`src/rtl/shift_fifo_pkg.sv`:
```
// Shared opcode encodings and width helpers for the buffered shift FIFO.
// Purely declarative: no logic, no latency, no flow control.
package shift_fifo_pkg;

    localparam logic [1:0] OP_PASS = 2'b00;
    localparam logic [1:0] OP_SLL  = 2'b01;
    localparam logic [1:0] OP_SRL  = 2'b10;
    localparam logic [1:0] OP_SRA  = 2'b11;

    // Pointer/occupancy width: one extra bit so DEPTH itself is representable.
    function automatic int cnt_w(input int depth);
        return $clog2(depth) + 1;
    endfunction

endpackage

```
`src/rtl/shift_fifo_shift_unit.sv`:
```
// Combinational barrel shift of one word by its own opcode/amount; zero latency.
// No flow control; amounts >= WIDTH saturate to zero or sign fill.
module shift_unit
    import shift_fifo_pkg::*;
#(
    parameter int WIDTH = 8,
    localparam int AW   = $clog2(WIDTH)
) (
    input  logic [WIDTH-1:0] i_data,
    input  logic [1:0]       i_op,
    input  logic [AW-1:0]    i_amt,
    output logic [WIDTH-1:0] o_result
);

    logic [WIDTH-1:0] w_res;

    always_comb begin
        w_res = i_data;
        case (i_op)
            OP_PASS: w_res = i_data;
            OP_SLL:  w_res = i_data << i_amt;
            OP_SRL:  w_res = i_data >> i_amt;
            OP_SRA:  w_res = $signed(i_data) >>> i_amt;
            default: w_res = i_data;
        endcase
    end

    assign o_result = w_res;

endmodule

```
`src/rtl/shift_fifo.sv`:
```
// FIFO of shift commands with first-word fall-through; head is shifted combinationally on the way out.
// in_ready drops when full (no same-cycle pop credit); out_valid drops when empty (no bypass).
module shift_fifo
    import shift_fifo_pkg::*;
#(
    parameter int WIDTH = 8,
    parameter int DEPTH = 32,
    parameter int AW    = $clog2(WIDTH),
    localparam int CW   = cnt_w(DEPTH)
) (
    input  logic             clk,
    input  logic             rst,
    input  logic             in_valid,
    output logic             in_ready,
    input  logic [WIDTH-1:0] in_data,
    input  logic [1:0]       in_op,
    input  logic [AW-1:0]    in_amt,
    output logic             out_valid,
    input  logic             out_ready,
    output logic [WIDTH-1:0] out_data,
    output logic [CW-1:0]    count,
    output logic             overflow
);

    typedef struct packed {
        logic [1:0]       op;
        logic [AW-1:0]    amt;
        logic [WIDTH-1:0] data;
    } entry_t;

    entry_t           r_mem [DEPTH];
    logic [CW-1:0]    r_wptr;
    logic [CW-1:0]    r_rptr;
    logic [CW-1:0]    r_count;
    logic             r_overflow;

    logic             w_empty;
    logic             w_full;
    logic             w_push;
    logic             w_pop;
    entry_t           w_head;
    logic [WIDTH-1:0] w_shifted;

    // Extra MSB on each pointer distinguishes full from empty when low bits match.
    assign w_empty = (r_wptr == r_rptr);
    assign w_full  = (r_wptr[CW-2:0] == r_rptr[CW-2:0]) && (r_wptr[CW-1] != r_rptr[CW-1]);
    assign w_push  = in_valid && !w_full;
    assign w_pop   = out_ready && !w_empty;

    always_ff @(posedge clk) begin
        if (w_push) begin
            r_mem[r_wptr[CW-2:0]] <= '{op: in_op, amt: in_amt, data: in_data};
        end
    end

    always_ff @(posedge clk) begin
        if (rst) begin
            r_wptr     <= '0;
            r_rptr     <= '0;
            r_count    <= '0;
            r_overflow <= 1'b0;
        end else begin
            if (w_push) begin
                r_wptr <= r_wptr + CW'(1);
            end
            if (w_pop) begin
                r_rptr <= r_rptr + CW'(1);
            end
            if (w_push && !w_pop) begin
                r_count <= r_count + CW'(1);
            end else if (w_pop && !w_push) begin
                r_count <= r_count - CW'(1);
            end
            if (in_valid && w_full) begin
                r_overflow <= 1'b1;
            end
        end
    end

    assign w_head = r_mem[r_rptr[CW-2:0]];

    shift_unit #(
        .WIDTH (WIDTH)
    ) u_shift (
        .i_data   (w_head.data),
        .i_op     (w_head.op),
        .i_amt    (w_head.amt),
        .o_result (w_shifted)
    );

    assign in_ready  = !w_full;
    assign out_valid = !w_empty;
    assign out_data  = w_empty ? '0 : w_shifted;
    assign count     = r_count;
    assign overflow  = r_overflow;

endmodule

```
`config.mk`:
```
export PLATFORM = sky130hd
export DESIGN_NAME = shift_fifo
export DESIGN_NICKNAME = d
export VERILOG_FILES = /design/src/rtl/shift_fifo_pkg.sv /design/src/rtl/shift_fifo_shift_unit.sv /design/src/rtl/shift_fifo.sv
export SDC_FILE = /design/constraint.sdc
export NUM_CORES = 1
export LEC_CHECK = 0
export CAP_MARGIN = 20
export CORE_MARGIN = 4
export CORE_UTILIZATION = 30
export DETAILED_ROUTE_END_ITERATION = 10
export DONT_BUFFER_PORTS = 1
export GPL_ROUTABILITY_DRIVEN = 0
export PLACE_DENSITY_LB_ADDON = 0.2
export SLEW_MARGIN = 25
export SYNTH_ARGS = -nofsm -noshare
export SYNTH_HDL_FRONTEND = slang
export SYNTH_HIERARCHICAL = 1
export SYNTH_SLANG_ARGS = --single-unit
```
`constraint.sdc`:
```
create_clock -name clk -period 3.4 [get_ports clk]
set_clock_uncertainty 0.15 [all_clocks]
set_input_delay 0.68 -clock clk [delete_from_list [all_inputs] [get_ports clk]]
set_output_delay 0.68 -clock clk [all_outputs]
set_load 0.05 [all_outputs]
```
==> metrics.md <==
| Metric | Value |
|---|---|
| Seq cells post-synth | 440 |
| # clock sinks | 440 |
| Initial Util | 0.304 |
| H-tree depth | 2 |
| Pre-Repair DR Iteration Count | 5 |
| Final setup TNS | -7.04 ns |
| Min Clock Period, post-route | 4.33 ns |
| Met3 Wirelength | ~2000 µm |
| Synth-to-layout area growth | 28.0% |
| TritonCTS clock tree | done |
| Worst-path cell chain | buf_16 > buf_12 > mux4_2 > a22oi_2 > buf_6 > nand3_4 > buf_12 > mux2i_2 > o211ai_1 > a21oi_2 > a311oi_2 > and2_4 |
| Clk Latency, worst-skew pair | about 0.57 ns |
| Pre-CTS setup slack | -0.897 ns |
| Max-slew headroom | 0.555 |
| Clock Pin Slew Worst Setup and Hold Paths | 0.06 ns |
| Layout cells sized above 1 | 0.363 |
| Slowest CP cell | mux4_2 |
| NumNets Final | 1,260 |
| First-pass GRT wire length | just under 70,000 µm |
| Failing checks | setup timing |
| Worst Setup Slack, final | -0.931 ns |
| Final setup vio count | 8 |
| Synthesis warning total | 6 |
| CP bufs+invs | 4 |
| Crit Reg-Reg Startpoint | r_rptr[5]$_SDFFE_PP0P_ |
| Wire length on met2 | between 20,000 and 25,000 µm |
| Synth top area share | 0.693 |
| Die width | 253 µm |
| DR iter-0 viols | 624 |
| Post-DR wirelength/cell | roughly 23 µm |
| CP Class | reg2out |
| Via density | approximately 4.9 |
| WP data arrival | 3.50 ns |
| M1 WL | approximately 21,000 µm |
| Final Hold Vio Count | 0 |
| FF-to-FF setup slack | 0.29 ns |
| PwrDens | approximately 600 nW/µm² |
| FFs w/ async S/R, synth | 0 |
| Worst hold margin | 0.0452 ns |
| Clk buf depth | 3 |
| Non-Filler Instances | slightly above 2,000 |
| RR Endpoint | count[5]$_SDFFE_PP0P_ |
| Ys flop type | edfxtp_1 |
| Clock root cell | clkbuf_16 |
| Peak VDD IR | approximately 0.40 mV |
| Crit-path max FO | 10 |
| CP required | about 2.6 ns |
| Vias in the first global route | roughly 11,000 |
| DPL Wire Length | 27,500 µm |
| R2R cell count | 11 |
| Synth area leader | edfxtp_1 |
| Number of port buffers | 0 |
| Synth Area per Inst | about 17 µm² |
| RSZ-0062 raised after global routing | yes |
| # rows | between 80 and 90 |
| Top cells by area, synth | edfxtp_1 (69%), mux4_2 (6.7%), mux2i_1 (5.8%), dfxtp_1 (2.7%), a22oi_1 (1.7%) |
| Status | finished with violations |
| Core area | approximately 59,000 µm² |
| Crit-path max cell delay | ~0.50 ns |
| Startpoint types | flop |
| HP Class | in2reg |
| Ratio of final minimum period to clock period | 1.27 |
| Cell count after placement | roughly 1,900 |
| Worst Tran Pin Value | 0.666 ns |
| Congestion Overflow GR | 0 |
| Ports | 34 |
| Top Layer Used | met4 |
| Mapped Area | 18,000 µm² |
| Cells after synthesis | approximately 1,000 |
| Leakage power | about 7.4 nW |
| Critical path endpoint category | primary output |
| Initial antenna violation count | 0 |
| Die ar. | around 64,000 µm² |
| Largest net degree at the start of global routing | 33 |
| Most used cell, CP | buf_12 |
| Detailed Route WL | between 40,000 and 50,000 µm |
| Synth unique cells | between 60 and 70 |
| Syn_nets | between 1,000 and 1,500 |
| Crit-path leading delay family | compound AO/OA/AOI/OAI gates |
| Max-capacitance violation count | 0 |
| Max-slew violations | 0 |
| Hold path cells | 1 |
| Fmax | around 230 MHz |
| Hold_sp | rst |
| Post-synth EDFFs | between 400 and 500 |
| Via count | slightly above 10,000 |
| Total track usage | 0.147 |
| Die height | around 250 µm |
| # DRC | 0 |
| Register area share after synthesis | 0.720 |
| Num CTS Buffers | 47 |
| Antenna-violating nets left | 0 |
-- registers in the layout, summed over array words and instances, names as in the netlist, named ones only --
signal / cells
r_wptr: 6
r_mem: 416
overflow: 1
count: 6
r_rptr: 6
-- metal layers --
| metal | track usage | vias to the layer above |
|---|---|---|
| li1 | - | 4556 |
| met1 | 0.203 | 5259 |
| met2 | 0.244 | 182 |
| met3 | 0.0266 | 61 |
| met4 | 0.0340 | 0 |
| met5 | 0 | - |
-- synthesized netlist by cell type (17+ instances only) --
cell,instances
a211oi_1,17
a31oi_1,19
edfxtp_1,416
a22oi_1,41
mux4_2,54
nand2_1,33
dfxtp_1,24
nand3_1,17
mux2i_1,105
nor2b_1,19
a21oi_1,24
buf_2,27
nor2_1,60
-- report_power, final --
| part | switching, mW | internal, mW | total (mW) |
|---|---|---|---|
| clock | 2.04 | 2.79 | 4.83 |
| sequential | 0.156 | 6.00 | 6.15 |
| combinational | 1.48 | 1.39 | 2.87 |
| total | 3.67 | 10.2 | 13.9 |
-- placed cells by master (no fill, tap or decap), types with 13 or more instances in the layout --
cell	synthesis	final
a21oi_1	24	23
a22oi_1	41	23
a22oi_2	0	18
a31oi_1	19	13
buf_12	1	23
buf_4	12	148
buf_6	3	17
clkbuf_16	0	49
dfxtp_1	24	20
edfxtp_1	416	416
mux2i_1	105	89
mux4_2	54	54
nand2_1	33	31
nor2_1	60	56
nor2b_1	19	14
-- cell families after synthesis --
logic type / Yosys count / share of synthesized area
adder cells (fa/ha/maj): 11 / 0.00805
XOR/XNOR: 18 / 0.00958
AO/OA/AOI/OAI: 161 / 0.0650
multiplexers: 162 / 0.128
AND/OR/NAND/NOR: 178 / 0.0492
flip-flops: 440 / 0.720
buffers and inverters: 68 / 0.0207
-- area by class of cell --
class	count	area, µm²
multi-input cells	530	5520
fillers	5383	36200
flip-flops and latches	440	13000
clock inverters	25	208
clock buffers	55	1230
inverters	10	37.5
diodes	1	2.50
repair buffers	203	2120
well taps	773	967
-- how the worst max path moves through the flow --
stage                        to  slack (ns)  start  cells past startpoint
detailed placement  out_data[0]       -0.90   flop                     12
CTS                 out_data[1]       -0.93   flop                     13
finish              out_data[2]       -0.93   flop                     12
global placement    out_data[4]       -0.92   flop                     13
global route        out_data[2]       -1.05   flop                     12
floorplan           out_data[0]       -0.03   flop                     13
-- timing repair --
action,CTS,global route
endpoints found under the setup margin,8,10
resized for setup,141,58
hold buffers,2,0
hold endpoints to repair,13,0
setup buffers,25,15
cloned,8,1
pin swaps,31,24
-- stage by stage --
| stage | utilization | area (µm²) | power [mW] |
|---|---|---|---|
| finish | 0.389 | 23100 | 13.9 |
| global route | 0.389 | 23100 | 14.4 |
| CTS | 0.383 | 22700 | 13.9 |
| detailed placement | 0.339 | 20100 | 8.45 |
| global placement | 0.339 | 20100 | 8.45 |
| floorplan | - | 18100 | 7.62 |
No activity file was read; power rests on OpenSTA's default activity.
